**config.mk**
```make
export PLATFORM = sky130hd
export DESIGN_NAME = decoder_scan
export DESIGN_NICKNAME = d
export VERILOG_FILES = /design/src/rtl/decoder_scan.sv
export SDC_FILE = /design/constraint.sdc
export NUM_CORES = 1
export LEC_CHECK = 0
export BUFFER_PORTS_ARGS = -buffer_cell sky130_fd_sc_hd__buf_2
export CORE_AREA = 2 2 39 41
export DETAILED_ROUTE_END_ITERATION = 10
export DIE_AREA = 0 0 41 43
export PLACE_DENSITY = 0.62
export SLEW_MARGIN = 20
export SYNTH_ARGS = -nofsm -noshare
export SYNTH_HDL_FRONTEND = slang
export SYNTH_SLANG_ARGS = --single-unit
```
**constraint.sdc**
```tcl
create_clock -name clk -period 2.4 [get_ports clk]
set_input_delay 0.36 -clock clk [delete_from_list [all_inputs] [get_ports clk]]
set_output_delay 0.36 -clock clk [all_outputs]
set_load 0.03 [all_outputs]
```
**src/rtl/decoder_scan.sv**
```systemverilog
// Registered one-hot decoder with enable, load strobe and auto-scan at a programmable dwell rate.
// Define DEC_ERR_EN to add the err port that flags out-of-range loads.
//
//  state | meaning
//  IDLE  | en=0: y forced low, sel_q and dwell counter frozen (loads still accepted)
//  HOLD  | en=1, scan_en=0: y decodes sel_q, no stepping
//  SCAN  | en=1, scan_en=1: dwell counter runs, sel_q steps every DWELL clocks
module decoder_scan #(
  parameter int SEL_W   = 2,
  parameter int OUTPUTS = 4,
  parameter int DWELL   = 4
) (
  input  logic               clk,
  input  logic               rst_n,
  input  logic               en,
  input  logic               load,
  input  logic [SEL_W-1:0]   sel,
  input  logic               scan_en,
  output logic [OUTPUTS-1:0] y,
  output logic [SEL_W-1:0]   sel_q,
  output logic               wrap
`ifdef DEC_ERR_EN
  ,
  output logic               err
`endif
);

  localparam int CNT_W = $clog2(DWELL) + 1;
  localparam logic [CNT_W-1:0] CNT_LAST  = CNT_W'(DWELL - 1);
  localparam logic [SEL_W-1:0] SEL_LAST  = SEL_W'(OUTPUTS - 1);
  localparam logic [SEL_W:0]   SEL_LIMIT = (SEL_W + 1)'(OUTPUTS);

  typedef enum logic [1:0] {
    IDLE = 2'd0,
    HOLD = 2'd1,
    SCAN = 2'd2
  } state_t;

  state_t state, state_nxt;
  logic drive, count;

  logic [CNT_W-1:0]   cnt, cnt_nxt;
  logic [SEL_W-1:0]   sel_nxt;
  logic [OUTPUTS-1:0] y_nxt;
  logic               load_ok, step, wrap_nxt;

  always_ff @(posedge clk or negedge rst_n) begin
    if (!rst_n) state <= IDLE;
    else        state <= state_nxt;
  end

  always_comb begin
    state_nxt = state;
    unique case (state)
      IDLE: if (en) state_nxt = scan_en ? SCAN : HOLD;
      HOLD: begin
        if (!en)         state_nxt = IDLE;
        else if (scan_en) state_nxt = SCAN;
      end
      SCAN: begin
        if (!en)          state_nxt = IDLE;
        else if (!scan_en) state_nxt = HOLD;
      end
      default: state_nxt = IDLE;
    endcase
  end

  // Decoded from the state being entered so en/scan_en act on the same edge.
  always_comb begin
    drive = 1'b0;
    count = 1'b0;
    unique case (state_nxt)
      HOLD: drive = 1'b1;
      SCAN: begin
        drive = 1'b1;
        count = 1'b1;
      end
      default: begin
        drive = 1'b0;
        count = 1'b0;
      end
    endcase
  end

  // A valid load takes priority over a step falling due in the same cycle.
  always_comb begin
    load_ok  = load && ({1'b0, sel} < SEL_LIMIT);
    step     = count && (cnt == CNT_LAST) && !load_ok;
    wrap_nxt = step && (sel_q == SEL_LAST);

    sel_nxt = sel_q;
    cnt_nxt = cnt;
    if (load_ok) begin
      sel_nxt = sel;
      cnt_nxt = '0;
    end else if (step) begin
      sel_nxt = (sel_q == SEL_LAST) ? '0 : sel_q + SEL_W'(1);
      cnt_nxt = '0;
    end else if (count) begin
      cnt_nxt = cnt + CNT_W'(1);
    end

    y_nxt = '0;
    for (int i = 0; i < OUTPUTS; i++) begin
      y_nxt[i] = drive && (sel_nxt == SEL_W'(i));
    end
  end

  always_ff @(posedge clk or negedge rst_n) begin
    if (!rst_n) begin
      sel_q <= '0;
      cnt   <= '0;
      y     <= '0;
      wrap  <= 1'b0;
    end else begin
      sel_q <= sel_nxt;
      cnt   <= cnt_nxt;
      y     <= y_nxt;
      wrap  <= wrap_nxt;
    end
  end

`ifdef DEC_ERR_EN
  generate
    if (OUTPUTS < 2 ** SEL_W) begin : g_err
      always_ff @(posedge clk or negedge rst_n) begin
        if (!rst_n) err <= 1'b0;
        else        err <= load && !load_ok;
      end
    end else begin : g_no_err
      assign err = 1'b0;
    end
  endgenerate
`endif

endmodule
```
==> metrics.csv, run 1 <==
metric;value;unit
RSZ-0062 raised after global routing;false;
dpl hpwl;662;µm
Worst Hold Path EP;state[0];
Gate Count Post-Synth;45;
Arrival @ worst endpoint;2.08;ns
worst-path maximum fanout;9;
nets@finish;74;
clk buf depth;2;
Peak VDD IR;0.347;mV
Peak Freq;521;MHz
synth top area cells;dfrtp_1, ha_1, nor3b_2, mux2i_1, nand2b_1;
Vias per Instance;4.82;
drt drc;0;
htree depth;1;
Crit path max-delay family;simple AND/OR/NAND/NOR gates;
CP cell instances;nand2_1 > nand2_1 > or2_2 > ha_1 > nor4bb_1 > o31a_2 > and3b_1;
status;finished clean;
row count;14;
power share of the combinational group;0.151;
Core ar.;1380;µm²
Initial Util;0.404;
layout cells sized above 1;0.355;
Setup TNS;0;ns
CTS tree;done;
DP Worst Slack;0.455;ns
Critical Path Stages;7;
die width;41;µm
synth warn;0;
TritonCTS Buffers;3;
Setup Skew;0.00479;ns
GPL Wtd Cong;0.620;
Layout area overhead;21.5;%
Multi-input gate area;244;µm²
min cycle time layout;1.92;ns
Synthesized Nets;56;
root buffer cell;clkbuf_4;
Synth cell types;20;
die area;1760;µm²
I/O pin count;14;
Final Max Slew Viols;0;
CP required;2.56;ns
GR Util All Layers;0.122;
commonest non-fill, non-tap cell in the layout;buf_2;
initial antenna violation count;0;
antenna viol nets, final;0;
first-pass GRT wire length;1410;µm
Clock power frac;0.356;
largest net degree at the start of global routing;13;
Clock Sinks;12;
startpoint types;flop;
dominant cell type by area after synthesis;dfrtp_1;
worst r2r src;state[1];
WL per Instance;11.1;µm
critical path type;flop to flop;
Final Setup Violations;0;
final hold vios;0;
Reg area;300;µm²
Routed WL;868;µm
CP peak stage delay;0.38;ns
maxcap violations;0;
Top cell by count, worst path;nand2_1;
Synth Register Bits;12;
Placed Cells incl. Taps;73;
Static Leak;0.345;nW
post-layout util;0.491;
via count;376;
Hold Crit Class;primary input to flop;
Die Ht;43;µm
Sw Share;0.250;
min-delay src;scan_en;
Internal;0.330;mW
Worst Setup End Kind;flop;
R2R Path End;y[3];
Slew @ Worst Pin;0.306;ns
Max-slew headroom;0.796;
# port buffers;13;
worst r2r path cells;7;
vias in the first global route;354;
power per cell area;648;nW/µm²
Final Cycle Share;0.800;
Worst-path clk slew;0.08;ns
register share of total power;0.493;
sequential share of the synthesized area;0.537;
Bufs and invs on worst path;0;
hold path cells;2;
Total Power;0.440;mW
Pre-Repair DR Iteration Count;2;
Synth Cell Area;559;µm²
flop-to-flop setup slack;0.48;ns
most frequent cells in the layout;buf_2, dfrtp_1, nor2_1;
syn_area_per_cell;12.4;µm²
Yosys top cell area share;0.537;
DRT iter0 DRCs;5;
fillers;130;
grt ovf;0;
Worst-Skew Late Latency;0.27;ns
Setup WS post-layout;0.480;ns
critical path's slowest cell;o31a_2;
Psw;0.110;mW
Post-Layout Cell Count;78;
Ant. Diodes;0;
## metal layers
layer,global-route usage,share of wire,wire length [µm]
met1,0.150,0.49,422
met3,0.0471,0.040,35
met4,0.0600,0,0
met2,0.178,0.47,410
met5,0,0,0
## metrics by stage
step	area, µm²	hold WS (ns)
3_5_place_dp	633	0.252
5_1_grt	679	0.244
2_1_floorplan	559	0.0644
3_3_place_gp	633	0.249
4_1_cts	679	0.247
6_report	679	0.258
## cells by family after synthesis
| group | synth area share |
|---|---|
| fa+ha+maj | 0.0895 |
| buf+inv | 0.0268 |
| flops | 0.537 |
| mux | 0.0358 |
| compound gates | 0.0693 |
| simple gates | 0.242 |
## worst max-delay path by stage
stage	start	to
global route	state[1]	y[3]
floorplan	state[1]	y[3]
detailed placement	en	y[3]
finish	state[1]	y[3]
CTS	state[1]	y[3]
global placement	en	y[3]
## power groups by stage
stage | sequential (mW) | combinational (mW) | clock (mW)
CTS | 0.217 | 0.0679 | 0.162
finish | 0.217 | 0.0666 | 0.157
floorplan | 0.236 | 0.0302 | 0
detailed placement | 0.221 | 0.0665 | 0
global route | 0.218 | 0.0739 | 0.173
global placement | 0.221 | 0.0651 | 0
## worst register-to-register path, delay by kind of cell, from the launching register on
| family | cells | cell delay, ns |
|---|---|---|
| AO/OA/AOI/OAI | 1 | 0.38 |
| adder cells (fa/ha/maj) | 1 | 0.31 |
| flip-flops | 1 | 0.36 |
| AND/OR/NAND/NOR | 5 | 0.78 |
## registers in the layout (all words and copies together), names as in the netlist
register and flops:
sel_q 2, state 2, wrap 1, y 4, cnt 3
## Yosys cell counts
library cell / n
o31a_2: 1
o31a_1: 1
or2_2: 1
nand3b_1: 1
nand2_1: 2
nand2b_1: 3
mux2i_1: 2
nor4bb_1: 1
a21boi_0: 2
ha_1: 4
nor3b_2: 2
and4b_1: 1
buf_6: 1
and3b_1: 1
dfrtp_1: 12
a21oi_1: 1
inv_1: 1
and3_1: 2
nor3_2: 1
nor2_1: 5
## area by class of cell
class	count	area share
Sequential cell	12	0.442
Inverter	1	0.00552
Tap cell	16	0.0295
Clock buffer	4	0.0534
Multi-Input combinational cell	31	0.359
Timing Repair Buffer	14	0.110
## timing repair
action,in CTS,in global routing
hold buffers,1,0
hold endpoints to repair,12,0
gates resized for setup,0,0
setup buffers,0,0
Power figures use the tool's default switching activity.
==> run 2: changes to the inputs <==
Settings changed: ABC_AREA from default to 1, PLACE_DENSITY 0.62 to 0.63.
Clock period 2.4 ns to 1.7 ns, I/O delays scaled along.
==> run 2 against run 1 <==
Sequential power is 41% higher. Combinational power grew 34%. Critical path depth grew 4. Critical path type unchanged. Largest power group unchanged. Highest routed layer is now met4.
==> metrics.csv, run 2 <==
metric;value;unit
met3 usage;0.0157;
htree depth;1;
vias in the first global route;385;
Top Registers;y (4), cnt (3);
nets@finish;92;
Placed Area;622;µm²
final hold vios;0;
Final Setup Violations;0;
WL per Instance;9.18;µm
async set-reset flop share out of synthesis;1.00;
Synth Area in Compound Gates;0.0373;
I/O pin count;14;
dpl hpwl;688;µm
startpoint types;flop;
adder-cell share of the synthesized area;0.0932;
die width;41;µm
Slew @ Worst Pin;0.264;ns
Most flops, register;y;
syn_area_per_cell;8.66;µm²
antenna viol nets, final;0;
Worst Setup End Kind;flop;
# port buffers;13;
via count;421;
status;finished clean;
grt peak-use layer;met1;
drt drc;0;
max reg flops;4;
Setup Skew;0.00174;ns
Layout area overhead;22.8;%
critical path type;flop to flop;
Synth Register Bits;12;
first-pass GRT wire length;1460;µm
sequential share of the synthesized area;0.559;
Initial Util;0.388;
GPL Wtd Cong;0.815;
R2R Path End;y[3];
TritonCTS Buffers;3;
Static Leak;0.377;nW
Hold Crit Class;primary input to flop;
largest net degree at the start of global routing;13;
worst-path maximum fanout;4;
fillers;148;
clk buf depth;2;
Die Ht;43;µm
Synth Flop Type;dfrtp_1;
RSZ-0062 raised after global routing;false;
DRT iter0 DRCs;11;
count leader, synth;nand2_1;
fin area;659;µm²
die area;1760;µm²
Final Max Slew Viols;0;
CTS tree;done;
worst r2r path cells;11;
Final Cycle Share;0.860;
grt ovf;0;
Synthesized Nets;73;
power per cell area;850;nW/µm²
maxcap violations;0;
commonest non-fill, non-tap cell in the layout;nand2_1;
Routed WL;872;µm
dominant cell type by area after synthesis;dfrtp_1;
Setup TNS;0;ns
Clock Sinks;12;
Core ar.;1380;µm²
Worst Hold Path EP;state[0];
Post-synth EDFFs;0;
XOR/XNOR share of the synthesized area;0;
Synth cell types;11;
hold path cells;2;
grt met1 use;0.174;
flop-to-flop setup slack;0.24;ns
min-delay src;scan_en;
Peak Freq;684;MHz
Gate Count Post-Synth;62;
mux contribution to synthesized area;0;
postcts setup bufs;0;
Yosys top cell area share;0.559;
Arrival @ worst endpoint;1.62;ns
GR Util All Layers;0.124;
Pre-Repair DR Iteration Count;3;
commonest cells in the netlist;nand2_1, dfrtp_1, inv_1;
min cycle time layout;1.46;ns
most frequent cells in the layout;nand2_1, buf_2, dfrtp_1;
layout cells sized above 1;0.241;
synth top area cells;dfrtp_1, nand2_1, ha_1, inv_1, nor2_1;
worst r2r src;state[1];
synth warn;0;
Max-slew headroom;0.824;
Ant. Diodes;0;
GR Util met2;0.172;
Worst-Skew Late Latency;0.26;ns
simple-gate area share of the yosys netlist;0.226;
root buffer cell;clkbuf_4;
row count;14;
main combinational cell family by area after synthesis;simple AND/OR/NAND/NOR gates;
CP required;1.86;ns
Peak VDD IR;0.431;mV
Worst-path clk slew;0.07;ns
initial antenna violation count;0;
Vias per Instance;4.43;
Synth Cell Area;537;µm²
[run 2: cell count changes in the layout (fill, tap and decap cells not counted), sizes merged, moves of 2 or more]
cell	before	now
nor3b	2	0
and3	2	0
nand2b	3	0
mux2i	2	0
a21boi	2	0
o31a	2	0
inv	1	12
o21ai	0	3
nor2	5	10
nand3	0	2
nand2	2	16
[run 2: how the worst max path moves through the flow]
stage | startpoint | end | cells after the start
global route | state[1] | y[2] | 11
CTS | state[0] | y[3] | 11
detailed placement | state[1] | y[3] | 11
finish | state[1] | y[3] | 11
global placement | state[1] | y[0] | 11
floorplan | state[1] | y[2] | 11
[run 2: area by class of cell]
class / instances / area (µm²) / area share
clock buffers: 3 / 22.5 / 0.0342
inverters: 12 / 45.0 / 0.0683
multi-input cells: 38 / 196 / 0.298
flip-flops and latches: 12 / 300 / 0.455
well taps: 16 / 20.0 / 0.0304
repair buffers: 14 / 75.1 / 0.114
[run 2: worst max-delay path: stages (launching register included)]
cell     delay, ns
dfrtp_1       0.36
nand2_1       0.06
nand2_1       0.07
nor2_2        0.11
ha_2          0.22
nand2_1       0.07
nor2_1        0.12
nand2_1       0.06
nand2_1       0.06
nand2_1       0.09
inv_1         0.09
nor2_1        0.05
[run 2: what timing repair did]
action	CTS	global route
gates resized for setup	0	2
hold buffers	1	0
endpoints found under the setup margin	0	3
hold endpoints to repair	12	0
[run 2: logic make-up (layout without fill, tap and decap cells)]
family                     Yosys count  in the layout
adders and majority gates            4              4
buffers and inverters               12             29
and+or+nand+nor                     30             30
DFF                                 12             12
AOI/OAI and AO/OA                    4              4
[run 2: where the power goes]
| part | internal (mW) | switching, mW |
|---|---|---|
| Clock | 0.0818 | 0.0817 |
| Sequential | 0.300 | 0.00716 |
| Combinational | 0.0295 | 0.0599 |
| Total | 0.411 | 0.149 |
[run 2: layer usage]
| layer | routed length (µm) | part of all wire |
|---|---|---|
| met4 | 14 | 0.016 |
| met2 | 401 | 0.46 |
| met3 | 49 | 0.056 |
| met1 | 405 | 0.46 |
| met5 | 0 | 0 |
[run 2: metrics by stage]
| stage | power [mW] | hold slack (ns) | worst slack (ns) | utilization | cells |
|---|---|---|---|---|---|
| 6_report | 0.560 | 0.161 | 0.238 | 0.476 | 95 |
| 5_1_grt | 0.587 | 0.170 | 0.00568 | 0.476 | 95 |
| 4_1_cts | 0.569 | 0.157 | 0.165 | 0.473 | 95 |
| 3_5_place_dp | 0.401 | 0.146 | 0.184 | 0.449 | 91 |
| 3_3_place_gp | 0.401 | 0.143 | 0.197 | 0.449 | 91 |
| 2_1_floorplan | 0.369 | -0.0406 | 0.358 | - | 62 |
